===== src/rtl/mmu_feed_sched_if.sv =====
// Bundles the control, feeder and writeback signals of mmu_feed_sched.
// The feed_stall input exists only when MMU_FEED_STALL_EN is defined.
interface mmu_feed_sched_if #(
  parameter int DIM = 2
);
  localparam int AW = $clog2(DIM*DIM);

  logic              start;
  logic              busy;
  logic              mmu_clear;
  logic [DIM-1:0]    row_valid;
  logic [DIM*AW-1:0] row_addr;
  logic [DIM-1:0]    col_valid;
  logic [DIM*AW-1:0] col_addr;
  logic              wb_valid;
  logic [AW-1:0]     wb_addr;
  logic              wb_ready;
  logic              done;
`ifdef MMU_FEED_STALL_EN
  logic              feed_stall;
`endif

  modport master (
`ifdef MMU_FEED_STALL_EN
    input  feed_stall,
`endif
    input  start, wb_ready,
    output busy, mmu_clear, row_valid, row_addr, col_valid, col_addr,
    output wb_valid, wb_addr, done
  );

  modport slave (
`ifdef MMU_FEED_STALL_EN
    output feed_stall,
`endif
    output start, wb_ready,
    input  busy, mmu_clear, row_valid, row_addr, col_valid, col_addr,
    input  wb_valid, wb_addr, done
  );
endinterface


===== src/rtl/mmu_feed_sched.sv =====
// Sequences one DIMxDIM systolic multiply: clear, skewed feed, flush, writeback.
// Optional MMU_FEED_STALL_EN adds feed_stall to pause the FEED/FLUSH schedule.
module mmu_feed_sched #(
  parameter int DIM       = 2,
  parameter int FLUSH_CYC = 2
) (
  input  logic             clk,
  input  logic             rst_n,
  mmu_feed_sched_if.master bus
);
  localparam int AW = $clog2(DIM*DIM);
  localparam int TW = $clog2(2*DIM-1);
  localparam int FW = (FLUSH_CYC > 1) ? $clog2(FLUSH_CYC) : 1;
  localparam logic [TW-1:0] T_LAST  = TW'(2*DIM-2);
  localparam logic [FW-1:0] FL_INIT = FW'(FLUSH_CYC-1);
  localparam logic [AW-1:0] R_LAST  = AW'(DIM*DIM-1);

  typedef enum logic [2:0] {S_IDLE, S_CLEAR, S_FEED, S_FLUSH, S_WB} state_t;

  state_t            state_q, state_d;
  logic [TW-1:0]     t_q, t_d;
  logic [FW-1:0]     fl_q, fl_d;
  logic [AW-1:0]     r_q, r_d;
  logic              busy_q, busy_d;
  logic              mmu_clear_q, mmu_clear_d;
  logic [DIM-1:0]    row_valid_q, row_valid_d;
  logic [DIM*AW-1:0] row_addr_q, row_addr_d;
  logic [DIM-1:0]    col_valid_q, col_valid_d;
  logic [DIM*AW-1:0] col_addr_q, col_addr_d;
  logic              wb_valid_q, wb_valid_d;
  logic [AW-1:0]     wb_addr_q, wb_addr_d;
  logic              done_q, done_d;
  logic              stall, hold, hs;

`ifdef MMU_FEED_STALL_EN
  assign stall = bus.feed_stall;
`else
  assign stall = 1'b0;
`endif

  assign hold = stall & ((state_q == S_FEED) | (state_q == S_FLUSH));
  assign hs   = wb_valid_q & bus.wb_ready;

  always_comb begin
    state_d = state_q;
    t_d     = t_q;
    fl_d    = fl_q;
    r_d     = r_q;
    done_d  = 1'b0;
    case (state_q)
      S_IDLE:  if (bus.start) state_d = S_CLEAR;
      S_CLEAR: begin
        state_d = S_FEED;
        t_d     = '0;
      end
      S_FEED: if (!stall) begin
        if (t_q == T_LAST) begin
          state_d = S_FLUSH;
          fl_d    = FL_INIT;
          t_d     = '0;
        end else begin
          t_d = t_q + 1'b1;
        end
      end
      // flush counter is a down-counter ending on terminal count 0
      S_FLUSH: if (!stall) begin
        if (fl_q == '0) begin
          state_d = S_WB;
          r_d     = '0;
        end else begin
          fl_d = fl_q - 1'b1;
        end
      end
      S_WB: if (hs) begin
        if (r_q == R_LAST) begin
          state_d = S_IDLE;
          r_d     = '0;
          done_d  = 1'b1;
        end else begin
          r_d = r_q + 1'b1;
        end
      end
      default: state_d = S_IDLE;
    endcase
  end

  // Outputs are computed from next-state values so they register in step with the state.
  always_comb begin
    busy_d      = (state_d != S_IDLE);
    mmu_clear_d = (state_d == S_CLEAR);
    wb_valid_d  = (state_d == S_WB);
    wb_addr_d   = (state_d == S_WB) ? r_d : '0;
    row_valid_d = '0;
    row_addr_d  = '0;
    col_valid_d = '0;
    col_addr_d  = '0;
    if ((state_d == S_FEED) && !hold) begin
      for (int i = 0; i < DIM; i++) begin
        if ((int'(t_d) >= i) && ((int'(t_d) - i) < DIM)) begin
          row_valid_d[i]          = 1'b1;
          row_addr_d[i*AW +: AW]  = AW'(i*DIM + int'(t_d) - i);
          col_valid_d[i]          = 1'b1;
          col_addr_d[i*AW +: AW]  = AW'((int'(t_d) - i)*DIM + i);
        end
      end
    end
  end

  always_ff @(posedge clk or negedge rst_n) begin
    if (!rst_n) begin
      state_q     <= S_IDLE;
      t_q         <= '0;
      fl_q        <= '0;
      r_q         <= '0;
      busy_q      <= 1'b0;
      mmu_clear_q <= 1'b0;
      row_valid_q <= '0;
      row_addr_q  <= '0;
      col_valid_q <= '0;
      col_addr_q  <= '0;
      wb_valid_q  <= 1'b0;
      wb_addr_q   <= '0;
      done_q      <= 1'b0;
    end else begin
      state_q     <= state_d;
      t_q         <= t_d;
      fl_q        <= fl_d;
      r_q         <= r_d;
      busy_q      <= busy_d;
      mmu_clear_q <= mmu_clear_d;
      row_valid_q <= row_valid_d;
      row_addr_q  <= row_addr_d;
      col_valid_q <= col_valid_d;
      col_addr_q  <= col_addr_d;
      wb_valid_q  <= wb_valid_d;
      wb_addr_q   <= wb_addr_d;
      done_q      <= done_d;
    end
  end

  assign bus.busy      = busy_q;
  assign bus.mmu_clear = mmu_clear_q;
  assign bus.row_valid = row_valid_q;
  assign bus.row_addr  = row_addr_q;
  assign bus.col_valid = col_valid_q;
  assign bus.col_addr  = col_addr_q;
  assign bus.wb_valid  = wb_valid_q;
  assign bus.wb_addr   = wb_addr_q;
  assign bus.done      = done_q;
endmodule


===== src/flat_wrapper.sv =====
// flat-port wrapper written by rule: the top's interface ports become plain ports
module mmu_feed_sched_flat 
#(
  parameter int DIM       = 2,
  parameter int FLUSH_CYC = 2
)
  (clk, rst_n, bus_start, bus_wb_ready, bus_busy, bus_mmu_clear, bus_row_valid, bus_row_addr, bus_col_valid, bus_col_addr, bus_wb_valid, bus_wb_addr, bus_done);
  mmu_feed_sched_if #(.DIM(DIM)) bus_i ();
  input  logic clk;
  input  logic rst_n;
  input wire logic [$bits(bus_i.start)-1:0] bus_start;
  input wire logic [$bits(bus_i.wb_ready)-1:0] bus_wb_ready;
  output wire logic [$bits(bus_i.busy)-1:0] bus_busy;
  output wire logic [$bits(bus_i.mmu_clear)-1:0] bus_mmu_clear;
  output wire logic [$bits(bus_i.row_valid)-1:0] bus_row_valid;
  output wire logic [$bits(bus_i.row_addr)-1:0] bus_row_addr;
  output wire logic [$bits(bus_i.col_valid)-1:0] bus_col_valid;
  output wire logic [$bits(bus_i.col_addr)-1:0] bus_col_addr;
  output wire logic [$bits(bus_i.wb_valid)-1:0] bus_wb_valid;
  output wire logic [$bits(bus_i.wb_addr)-1:0] bus_wb_addr;
  output wire logic [$bits(bus_i.done)-1:0] bus_done;
  assign bus_i.start = bus_start;
  assign bus_i.wb_ready = bus_wb_ready;
  assign bus_busy = bus_i.busy;
  assign bus_mmu_clear = bus_i.mmu_clear;
  assign bus_row_valid = bus_i.row_valid;
  assign bus_row_addr = bus_i.row_addr;
  assign bus_col_valid = bus_i.col_valid;
  assign bus_col_addr = bus_i.col_addr;
  assign bus_wb_valid = bus_i.wb_valid;
  assign bus_wb_addr = bus_i.wb_addr;
  assign bus_done = bus_i.done;
  mmu_feed_sched #(.DIM(DIM), .FLUSH_CYC(FLUSH_CYC)) u_core (.clk(clk), .rst_n(rst_n), .bus(bus_i));
endmodule

===== config.mk =====
export PLATFORM = sky130hd
export DESIGN_NAME = mmu_feed_sched_flat
export DESIGN_NICKNAME = d
export VERILOG_FILES = /design/src/rtl/mmu_feed_sched_if.sv /design/src/rtl/mmu_feed_sched.sv /design/src/flat_wrapper.sv
export SDC_FILE = /design/constraint.sdc
export NUM_CORES = 1
export LEC_CHECK = 0
export ABC_CLOCK_PERIOD_IN_PS = 1700
export CAP_MARGIN = 20
export CORE_ASPECT_RATIO = 1.75
export CORE_UTILIZATION = 40
export DETAILED_ROUTE_END_ITERATION = 8
export PLACE_DENSITY = 0.69
export SKIP_LAST_GASP = 1
export SYNTH_ARGS = -nofsm -noshare
export SYNTH_HDL_FRONTEND = slang
export SYNTH_SLANG_ARGS = --single-unit

===== constraint.sdc =====
create_clock -name clk -period 1.7 [get_ports clk]
set_input_delay 0.255 -clock clk [delete_from_list [all_inputs] [get_ports clk]]
set_output_delay 0.255 -clock clk [all_outputs]
set_load 0.02 [all_outputs]

Word-level counts from Yosys, hierarchy flattened
Cells that the tools add are included.
{"block": "classes", "addsub": 7, "n_lt_le_gt_ge": 3, "n_eq_ne": 10, "mux": 28, "bitwise": 1, "n_reduce_logical": 5}
{"operator": "2-to-1 mux 2 bit", "n": 10}
{"operator": "2-to-1 mux 3 bit", "n": 5}
{"operator": "one-hot mux 3 bit (5 select lines)", "n": 1}
{"operator": "== test 3 x 2 -> 1 bit, second input constant", "n": 3}
{"operator": "2-to-1 mux 4 bit", "n": 2}
{"operator": "one-hot mux 2 bit (2 select lines)", "n": 2}
{"operator": "2-to-1 mux 1 bit", "n": 7}
{"operator": "== test 3 x 1 -> 1 bit, second input constant", "n": 2}
{"operator": "== test 3 bit, second input constant", "n": 2}
{"operator": "adder 2 x 1 -> 2 bit, second input constant", "n": 2}
{"operator": "== test 2 bit, second input constant", "n": 2}
{"operator": "logical NOT 3 bit", "n": 1}
{"operator": "< comparator 3 bit, second input constant", "n": 1}
{"operator": "nonzero test 3 bit", "n": 1}
{"operator": "subtractor 2 x 1 -> 3 bit, second input constant", "n": 1}
{"operator": "adder 2 bit, first input constant", "n": 1}
{"operator": "adder 2 bit, second input constant", "n": 1}
{"operator": ">= comparator 2 x 1 -> 1 bit, second input constant", "n": 1}
{"operator": "< comparator 2 bit, second input constant", "n": 1}
{"operator": "inequality test 2 bit, second input constant", "n": 1}
{"operator": "one-hot mux 1 bit (2 select lines)", "n": 1}
{"operator": "AND reduction 2 bit", "n": 1}
{"operator": "nonzero test 2 bit", "n": 1}
{"operator": "subtractor 2 bit, second input constant", "n": 1}
{"operator": "other kinds (3)", "n": 3}
{"block": "word_totals", "ff_bits": 24, "in_bits": 4, "output_inout_bits": 18, "wordCells": 66}

Logic depth before layout (Yosys ltp)
Gate-level depths: netlist of run 1.
{"block": "logic_depth", "word_depth": 8, "mapped_depth": 6, "depth_no_buf": 5}

Worst setup path after synthesis of run 1
Ideal clock, no wire load.
{"block": "synth_timing", "kind": "register to register", "from": "register u_core.state_q[0]", "to": "register u_core.col_addr_q[2], in the netlist u_core.bus.col_addr[2]", "setup_ns": 0.086, "t_arrival_ns": 1.494, "t_required_ns": 1.614, "slack_ns": 0.120, "path_stages_with_launch": 7, "n_path_buf": 1, "period_less_slack_ns": 1.580, "cell_sequence": "dfrtp_1 -> buf_2 -> nor3_1 -> nand3b_1 -> and3_1 -> ha_1 -> nor3_1"}
{"block": "synth_via", "elab_chain_len": 7, "elab_cells_between_ends": 19, "cone_classes": "add/sub: 1; order compare: 2; eq/ne: 5; mux: 9; reduce/logical: 2"}
{"element": "start: declaration", "line": "mmu_feed_sched.sv:20", "rtl": "state_t state_q, state_d;"}
{"element": "start signal: assignment", "line": "mmu_feed_sched.sv:125", "rtl": "state_q <= state_d;"}
{"element": "== test 3 x 2 -> 1 bit / == test 3 x 1 -> 1 bit (equally long branches)", "line": "mmu_feed_sched.sv:50", "rtl": "case (state_q)"}
{"element": "one-hot mux 2 bit (2 select lines)", "line": "mmu_feed_sched.sv:50"}
{"element": "subtractor 2 x 1 -> 3 bit", "line": "mmu_feed_sched.sv:99", "rtl": "if ((int'(t_d) >= i) && ((int'(t_d) - i) < DIM)) begin"}
{"element": "< comparator 3 bit", "line": "mmu_feed_sched.sv:99"}
{"element": "logical AND 1 bit", "line": "mmu_feed_sched.sv:99"}
{"element": "2-to-1 mux 2 bit", "line": "mmu_feed_sched.sv:99"}
{"element": "2-to-1 mux 4 bit (*)", "line": "mmu_feed_sched.sv:97", "rtl": "if ((state_d == S_FEED) && !hold) begin"}
{"element": "named net u_core.col_addr_d[2]", "line": "mmu_feed_sched.sv:29", "rtl": "logic [DIM*AW-1:0] col_addr_q, col_addr_d;"}
{"element": "end signal: assignment", "line": "mmu_feed_sched.sv:134", "rtl": "col_addr_q <= col_addr_d;"}
{"element": "end: declaration", "line": "mmu_feed_sched.sv:29"}
The timed path passes the listed nets; every way through them passes the cells marked *.
A chain may end at the register's enable or synchronous reset.

Worst setup path in the final report of run 1
{"block": "layout_timing", "from": "register u_core.state_q[0]", "to": "register u_core.r_q[1]"}
{"block": "layout_via", "elab_chain_len": 2, "elab_cells_between_ends": 3, "cone_classes": "eq/ne: 2; mux: 1"}
{"element": "== test 3 bit / == test 3 x 2 -> 1 bit (equally long branches)"}
{"element": "one-hot mux 2 bit (2 select lines) (*)", "line": "mmu_feed_sched.sv:50"}
{"element": "named net u_core.r_d[1]", "line": "mmu_feed_sched.sv:23", "rtl": "logic [AW-1:0] r_q, r_d;"}
{"element": "end signal: assignment", "line": "mmu_feed_sched.sv:128", "rtl": "r_q <= r_d;"}
{"element": "end: declaration", "line": "mmu_feed_sched.sv:23"}
Marked as above.

==> results of run 1 <==
==> cell families after synthesis <==
kind of cell / synth area share [%]
adder cells (fa/ha/maj): 4.09
flip-flops: 51.8
buffers and inverters: 8.45
other: 0.408
AND/OR/NAND/NOR: 22.5
multiplexers: 1.09
AO/OA/AOI/OAI: 11.7
==> timing repair <==
item | in CTS | in global routing
resized for setup | 0 | 2
buffers inserted | 0 | 0
hold buffers | 0 | 0
setup endpoints to repair | 0 | 2
==> through the flow <==
stage	area (um2)	util (%)	worst slack, ps	instances
2_1_floorplan	922	-	120	90
3_3_place_gp	1110	52.4	207	127
3_5_place_dp	1110	52.4	124	127
4_1_cts	1140	53.6	102	131
5_1_grt	1140	54.0	25.4	131
6_report	1140	54.0	124	131
==> final timing paths <==
path,startpoint,endpoint,cells after the start
max,u_core.state_q[0],u_core.r_q[1],4
min,rst_n,u_core.bus.done,2
max reg2reg,u_core.state_q[0],u_core.r_q[1],4
min reg2reg,u_core.fl_q,u_core.fl_q,1
max in group asynchronous,rst_n,u_core.r_q[0],2
min in group clk,bus_wb_ready,u_core.bus.done,3
==> final cells by class <==
class                      instances  share of cell area, %
multi-input combinational         58                   32.9
sequential                        19                   41.6
timing repair buffer              24                   19.9
inverter                           2                  0.656
tap                               24                   2.63
clock buffer                       4                   2.30
==> worst max-delay path, delay by kind of cell (launching register included) <==
kind,cells,cell delay (ps)
compound gates,2,310
buf+inv,1,200
flops,1,470
simple gates,1,470
==> cells in the final DEF (no fill, tap or decap), types with 3 or more instances in the layout <==
cell,n
clkdlybuf4s50_1,19
dfrtp_1,19
nand3_1,7
nand2_1,6
nor3_1,5
nor2_1,5
buf_4,5
o21ai_0,3
a21oi_1,3
nor3b_1,3
ha_1,3
clkbuf_4,3
==> flip-flops by register name (all words and copies together) (netlist names) <==
signal	cells
u_core.r_q	2
u_core.bus.busy	1
u_core.state_q	3
u_core.bus.wb_valid	1
u_core.bus.row_addr	3
u_core.bus.wb_addr	2
u_core.bus.row_valid	1
u_core.bus.done	1
u_core.t_q	2
u_core.bus.col_addr	1
u_core.bus.mmu_clear	1
u_core.fl_q	1
==> where the power goes <==
group	switching [uW]	total (uW)	leakage (uW)	internal (uW)
sequential	124	710	0.000250	585
combinational	488	917	0.000241	428
clock	129	220	0.0000150	91.2
total	742	1850	0.000507	1100
==> layer usage <==
layer	GRT usage, %	up-vias	wire, um
li1	-	340	-
met1	17.4	342	634
met2	28.0	22	943
met3	2.03	2	59
met4	7.14	0	13
met5	0	-	0
==> run metrics, run 1 <==
Vias=between 700 and 800; overall power=1850 uW; WHS=about 290 ps; Hold Vio Cnt, Final=0; P&R area growth vs syn=24.5%; fin. max-slew vios=0; CP Cell Sequence=buf_4, or3b_1, o211ai_1, o31ai_1; CTS Sinks=19; H-tree levels=1; Die X=between 30 and 40 um; final net count=between 100 and 150; clk root buf=clkbuf_4; global-route wire length before repair=~2800 um; Final Skew=a little under 4 ps; Critical Path RT=between 1500 and 2000 ps; drt total wl=about 1700 um; Residual DRC=0; DP HPWL=1270 um; synth top area cells=dfrtp_1, buf_4, ha_1; io pins=22; Main synth FF type=dfrtp_1; pin count of the biggest net entering global routing=20; clk_lat worst skew=approximately 290 ps; total iterations of the first detailed-routing run=4; share of cells above drive strength 1=~11%; Initial Utilization=43.3%; VDD IR max=805 uV; Antenna Nets Post-Route=0; Critical Path Max Stage Delay=about 470 ps; Yosys cell types=30; Setup Viol. Count Final=0; Die Area=approximately 0.0025 mm2; power density over the cells=~1600 mW/mm2; share of the synthesized area in the top cell type=about half; fill count=just over 200; vias in the first global route=between 600 and 700; IO buf count=19; most frequent cell after synthesis=dfrtp_1; cell count after synthesis=89; post-synthesis cell area=~920 um2; Sequential cell area=between 400 and 500 um2; Reg clk slew, reported paths=approximately 100 ps; Site Rows=22; Total Routing Usage GR=between 15 and 20%; Syn Area/Cell=just over 10 um2; RSZ-0062 raised after global routing=false; Yosys warnings=0; Max Cap Viol=0; via/cell ratio=approximately 5.4; Longest Clk Path Bufs=2; CTS tree=done; Seq/Total Area, Yosys=between 50% and 60%; Post-synth ARST share=100%; die height=between 60 and 70 um; Yosys top cell by area=dfrtp_1; Placer Congestion=approximately 0.8; Post-synth EDFFs=0; post-synthesis register bit count=19; maximum fanout along the worst path=8; Congestion Overflow GR=0; number of buffers created by CTS=3; Final period util=around 93%; Inserted Diodes=0; commonest cells in the netlist=dfrtp_1, buf_4, nand3_1; CP arrival=~1800 ps; setup slack, reg-to-reg=120 ps; Hold WC Path Type=in2async; status=finished clean; initial antenna violation count=0; Final Critical Period=between 1500 and 2000 ps; slowest CP cell=dfrtp_1; Iteration-0 DRC Markers=21; multi-input logic area=about 380 um2; FMAX=approximately 630 MHz; type of origin of the critical path=register; core footprint=0.00212 mm2; final setup TNS=0 ps; Worst Setup End Kind=register; CP Class=reg2reg; LEAKAGE=just over 0.0005 uW; wire per inst=12.6 um
(Power assumes the default switching activity.)
==> inputs of run 2 (changes only) <==
--- a/config.mk
+++ b/config.mk
@@ -10,8 +10,10 @@
 export CORE_ASPECT_RATIO = 1.75
 export CORE_UTILIZATION = 40
 export DETAILED_ROUTE_END_ITERATION = 8
+export GPL_TIMING_DRIVEN = 0
 export PLACE_DENSITY = 0.69
 export SKIP_LAST_GASP = 1
+export SLEW_MARGIN = 0
 export SYNTH_ARGS = -nofsm -noshare
 export SYNTH_HDL_FRONTEND = slang
 export SYNTH_SLANG_ARGS = --single-unit
==> run metrics, run 2 (same netlist as run 1, synthesis figures left out) <==
Total Routing Usage GR=15.7%; overall power=between 2000 and 2500 uW; Antenna Nets Post-Route=0; Site Rows=22; Final period util=around 94%; drt total wl=roughly 1600 um; Sequential cell area=around 480 um2; Longest Clk Path Bufs=2; CP Class=reg2out; RSZ-0062 raised after global routing=false; CP arrival=1340 ps; Critical Path RT=roughly 1400 ps; maximum fanout along the worst path=3; power density over the cells=around 1700 mW/mm2; total iterations of the first detailed-routing run=4; Reg clk slew, reported paths=around 100 ps; CTS Sinks=19; Post-DP Area=between 0.001 and 0.0015 mm2; Final Skew=1.40 ps; number of buffers created by CTS=3; Placer Congestion=just over 0.7; worst slew pin tran=roughly 810 ps; VDD IR max=800 uV; type of origin of the critical path=register; most frequent cells in the layout=clkdlybuf4s50_1, dfrtp_1, buf_4, nand3_1, nand2_1; die height=roughly 65 um; status=finished clean; multi-input logic area=around 400 um2; Setup Viol. Count Final=0; fill count=198; P&R area growth vs syn=32.4%; M2 GR Usage=28.0%; Iteration-0 DRC Markers=11; Slew HR=~46%; met3 GRT Util=2.03%; reg-to-reg startpoint=u_core.state_q[0]; DP HPWL=about 1300 um; CTS tree=done; final net count=around 120; LEAKAGE=roughly 0.00054 uW; Max Cap Viol=0; initial antenna violation count=0; Most Crowded Layer GR=met2; fin. max-slew vios=0; io pins=22; Die X=38.2 um; IO buf count=19; Hold Vio Cnt, Final=0; clk root buf=clkbuf_4; hold_buf cts=0; Inserted Diodes=0; Vias=around 720; Die Area=~0.0025 mm2; M1 GR Usage=16.4%; global-route wire length before repair=between 2000 and 3000 um; Worst Setup End Kind=output port; Residual DRC=0; Final Critical Period=1600 ps; final instance area=between 0.001 and 0.0015 mm2; via/cell ratio=5.25; wire per inst=11.9 um; Congestion Overflow GR=0; clk_lat worst skew=around 280 ps; FMAX=approximately 630 MHz; core footprint=around 0.0021 mm2; vias in the first global route=between 600 and 700; WHS=roughly 430 ps; pin count of the biggest net entering global routing=20; share of cells above drive strength 1=around 18%; Critical Path Start=u_core.bus.col_addr[2]; Hold WC Path Type=in2async; Initial Utilization=between 40% and 50%; H-tree levels=1
[run 2: cell count changes in the layout (fill, tap and decap cells not counted)]
cell,before,now
nor3_4,0,1
nor3_1,5,3
buf_4,5,9
clkbuf_2,0,1
ha_1,3,2
clkbuf_1,1,2
buf_2,0,1
nor3_2,1,2
ha_4,0,1
[run 2: area by class of cell]
class,instances,area share (%)
well taps,24,2.47
inverters,2,0.617
plain buffers,11,6.07
multi-input cells,58,33.3
clock buffers,4,2.16
flip-flops and latches,19,39.1
repair buffers,20,16.3
[run 2: worst max-delay path, stage by stage (launching register included)]
cell	delay (ps)
dfrtp_1	370
buf_4	110
clkdlybuf4s50_1	590
[run 2: per-stage QoR]
| stage | util, % | setup TNS, ps | std cells | worst slack, ps |
|---|---|---|---|---|
| 6_report | 57.4 | 0 | 138 | 102 |
| 5_1_grt | 57.4 | 0 | 138 | 20.6 |
| 4_1_cts | 55.5 | 0 | 137 | 11.9 |
| 3_5_place_dp | 53.9 | -83.6 | 133 | -45.7 |
| 3_3_place_gp | 53.9 | 0 | 133 | 29.0 |
| 2_1_floorplan | - | 0 | 90 | 120 |
[run 2: worst paths after layout]
kind	to	slack, ps	cells after the start
setup / recovery	bus_col_valid[1]	100	2
hold / removal	u_core.bus.wb_addr[1]	430	1
setup reg to reg	u_core.bus.row_addr[3]	150	6
hold reg to reg	u_core.fl_q	570	1
max in group asynchronous	u_core.t_q[0]	770	1
min in group clk	u_core.fl_q	570	1
[run 2: per-layer routing]
layer / vias up / part of all wire [%] / wire length (um)
met5: - / 0 / 0
met4: 0 / 1.4 / 23
met3: 2 / 3.0 / 50
met2: 17 / 59 / 965
met1: 348 / 37 / 608
li1: 357 / - / -
[run 2: power breakdown]
group          internal, uW  switching (uW)
clock                  91.1             121
combinational           525             558
sequential              597             132
total                  1210             810
[run 2: repair_timing]
action,4_1_cts,5_1_grt
endpoints found under the setup margin,2,3
hold endpoints to repair,0,0
setup buffers,0,1
cloned,0,0
resized for setup,3,6
pin swaps,1,0
==> inputs of run 3 (changes only) <==
--- a/config.mk
+++ b/config.mk
@@ -7,11 +7,10 @@
 export LEC_CHECK = 0
 export ABC_CLOCK_PERIOD_IN_PS = 1700
 export CAP_MARGIN = 20
-export CORE_ASPECT_RATIO = 1.75
-export CORE_UTILIZATION = 40
+export CORE_UTILIZATION = 43
 export DETAILED_ROUTE_END_ITERATION = 8
 export GPL_TIMING_DRIVEN = 0
-export PLACE_DENSITY = 0.69
+export PLACE_DENSITY = 0.74
 export SKIP_LAST_GASP = 1
 export SLEW_MARGIN = 0
 export SYNTH_ARGS = -nofsm -noshare
==> run metrics, run 3 (same netlist as run 1, synthesis figures left out) <==
status=finished clean; CTS tree=done; vias in the first global route=between 500 and 600; Site Rows=16; share of cells above drive strength 1=approximately 18%; wire per inst=between 10 and 15 um; Antenna Nets Post-Route=0; Die X=48.2 um; worst slew pin tran=780 ps; Hold WC Path Type=in2async; Iteration-0 DRC Markers=9; highest metal used=met4; Placer Congestion=~0.78; Critical Path Start=u_core.state_q[0]; Residual DRC=0; DRT met1 WL=766 um; Slew HR=~48%; FMAX=616 MHz; Total Routing Usage GR=15.7%; most frequent cells in the layout=clkdlybuf4s50_1, dfrtp_1, buf_4, nand3_1, nand2_1; Critical Path RT=approximately 1900 ps; maximum fanout along the worst path=10; setup slack, reg-to-reg=80 ps; reg2reg end=u_core.bus.row_addr[3]; Reg clk slew, reported paths=around 100 ps; Congestion Overflow GR=0; Final Critical Period=roughly 1600 ps; CTS Sinks=19; VDD IR max=776 uV; reg-to-reg startpoint=u_core.state_q[0]; Post-DP Area=0.00115 mm2; Setup Viol. Count Final=0; P&R area growth vs syn=32.3%; Longest Clk Path Bufs=2; Setup WS post-layout=~76 ps; final net count=123; Reg2Reg Depth=6; io pins=22; Vias=about 700; Initial Utilization=between 40% and 50%; total iterations of the first detailed-routing run=4; core footprint=0.00198 mm2; DP HPWL=1150 um; overall power=between 2000 and 2500 uW; met3 routed WL=between 60 and 70 um; Max Cap Viol=0; die height=around 48 um; via/cell ratio=5.04; LEAKAGE=about 0.00055 uW; IO buf count=19; global-route wire length before repair=around 2500 um; power density over the cells=approximately 1700 mW/mm2; final setup TNS=0 ps; Hold Vio Cnt, Final=0; type of origin of the critical path=register; Setup Slack @ Placement=-31.7 ps; RSZ-0062 raised after global routing=false; initial antenna violation count=0; Worst Setup End Kind=register; CP Class=reg2reg; Final period util=between 90% and 100%; fin. max-slew vios=0; CP arrival=roughly 1800 ps; drt total wl=roughly 1600 um; number of buffers created by CTS=3; Die Area=around 0.0023 mm2; clk_lat worst skew=300 ps; Inserted Diodes=0; clk root buf=clkbuf_4; critical path endpoint=u_core.bus.row_addr[3]; met2 wire length=between 700 and 800 um; pin count of the biggest net entering global routing=20; Final Skew=about 2.1 ps; H-tree levels=1; final instance area=around 0.0012 mm2
==> run 3: cell count changes in the layout (fill, tap and decap cells not counted) <==
cell | before | now
clkbuf_1 | 2 | 1
nor3_2 | 2 | 1
ha_1 | 2 | 3
buf_6 | 0 | 1
ha_4 | 1 | 0
nor3_1 | 3 | 4
clkinv_2 | 0 | 1
==> run 3: layer usage <==
metal	vias to the layer above	GRT usage, %
li1	360	-
met1	327	20.8
met2	25	25.6
met3	4	1.11
met4	0	8.33
met5	-	0
==> run 3: power by group <==
| part | internal, uW | switching (uW) | total (uW) | leakage (uW) |
|---|---|---|---|---|
| sequential | 596 | 130 | 726 | 0.000250 |
| clock | 87.7 | 136 | 224 | 0.0000177 |
| combinational | 514 | 548 | 1060 | 0.000282 |
| total | 1200 | 814 | 2010 | 0.000550 |
==> run 3: how the worst min path moves through the flow <==
stage               slack [ps]                     end  cells past startpoint
global placement           530             u_core.fl_q                      1
finish                     400  u_core.bus.row_addr[2]                      1
floorplan                  -40         u_core.bus.busy                      0
detailed placement         550             u_core.fl_q                      1
CTS                        440    u_core.bus.mmu_clear                      1
global route               490    u_core.bus.mmu_clear                      1
==> run 3: cell type report <==
class,instances,area (um2)
multi-input cells,58,388
fillers,159,767
inverters,2,7.51
clock buffers,3,22.5
well taps,27,33.8
flip-flops and latches,19,475
plain buffers,11,77.6
repair buffers,21,205
clock inverters,1,5.00
==> run 3: what timing repair did <==
action / in CTS / in global routing
resized for setup: 1 / 8
hold buffers: 0 / 0
setup endpoints to repair: 2 / 4
buffers inserted: 1 / 1
==> run 3: metrics by stage <==
step	hold WS [ps]	utilization [%]	instances
floorplan	-40.6	-	90
global placement	534	57.8	136
detailed placement	546	57.8	136
CTS	438	59.8	141
global route	491	61.3	142
finish	403	61.3	142
==> run 3: worst max-delay path, stage by stage (launching register included) <==
cell and delay [ps]:
dfrtp_1 420, buf_6 150, nor3_4 190, nand3b_1 120
and3_1 180, ha_1 320, nor3_1 170
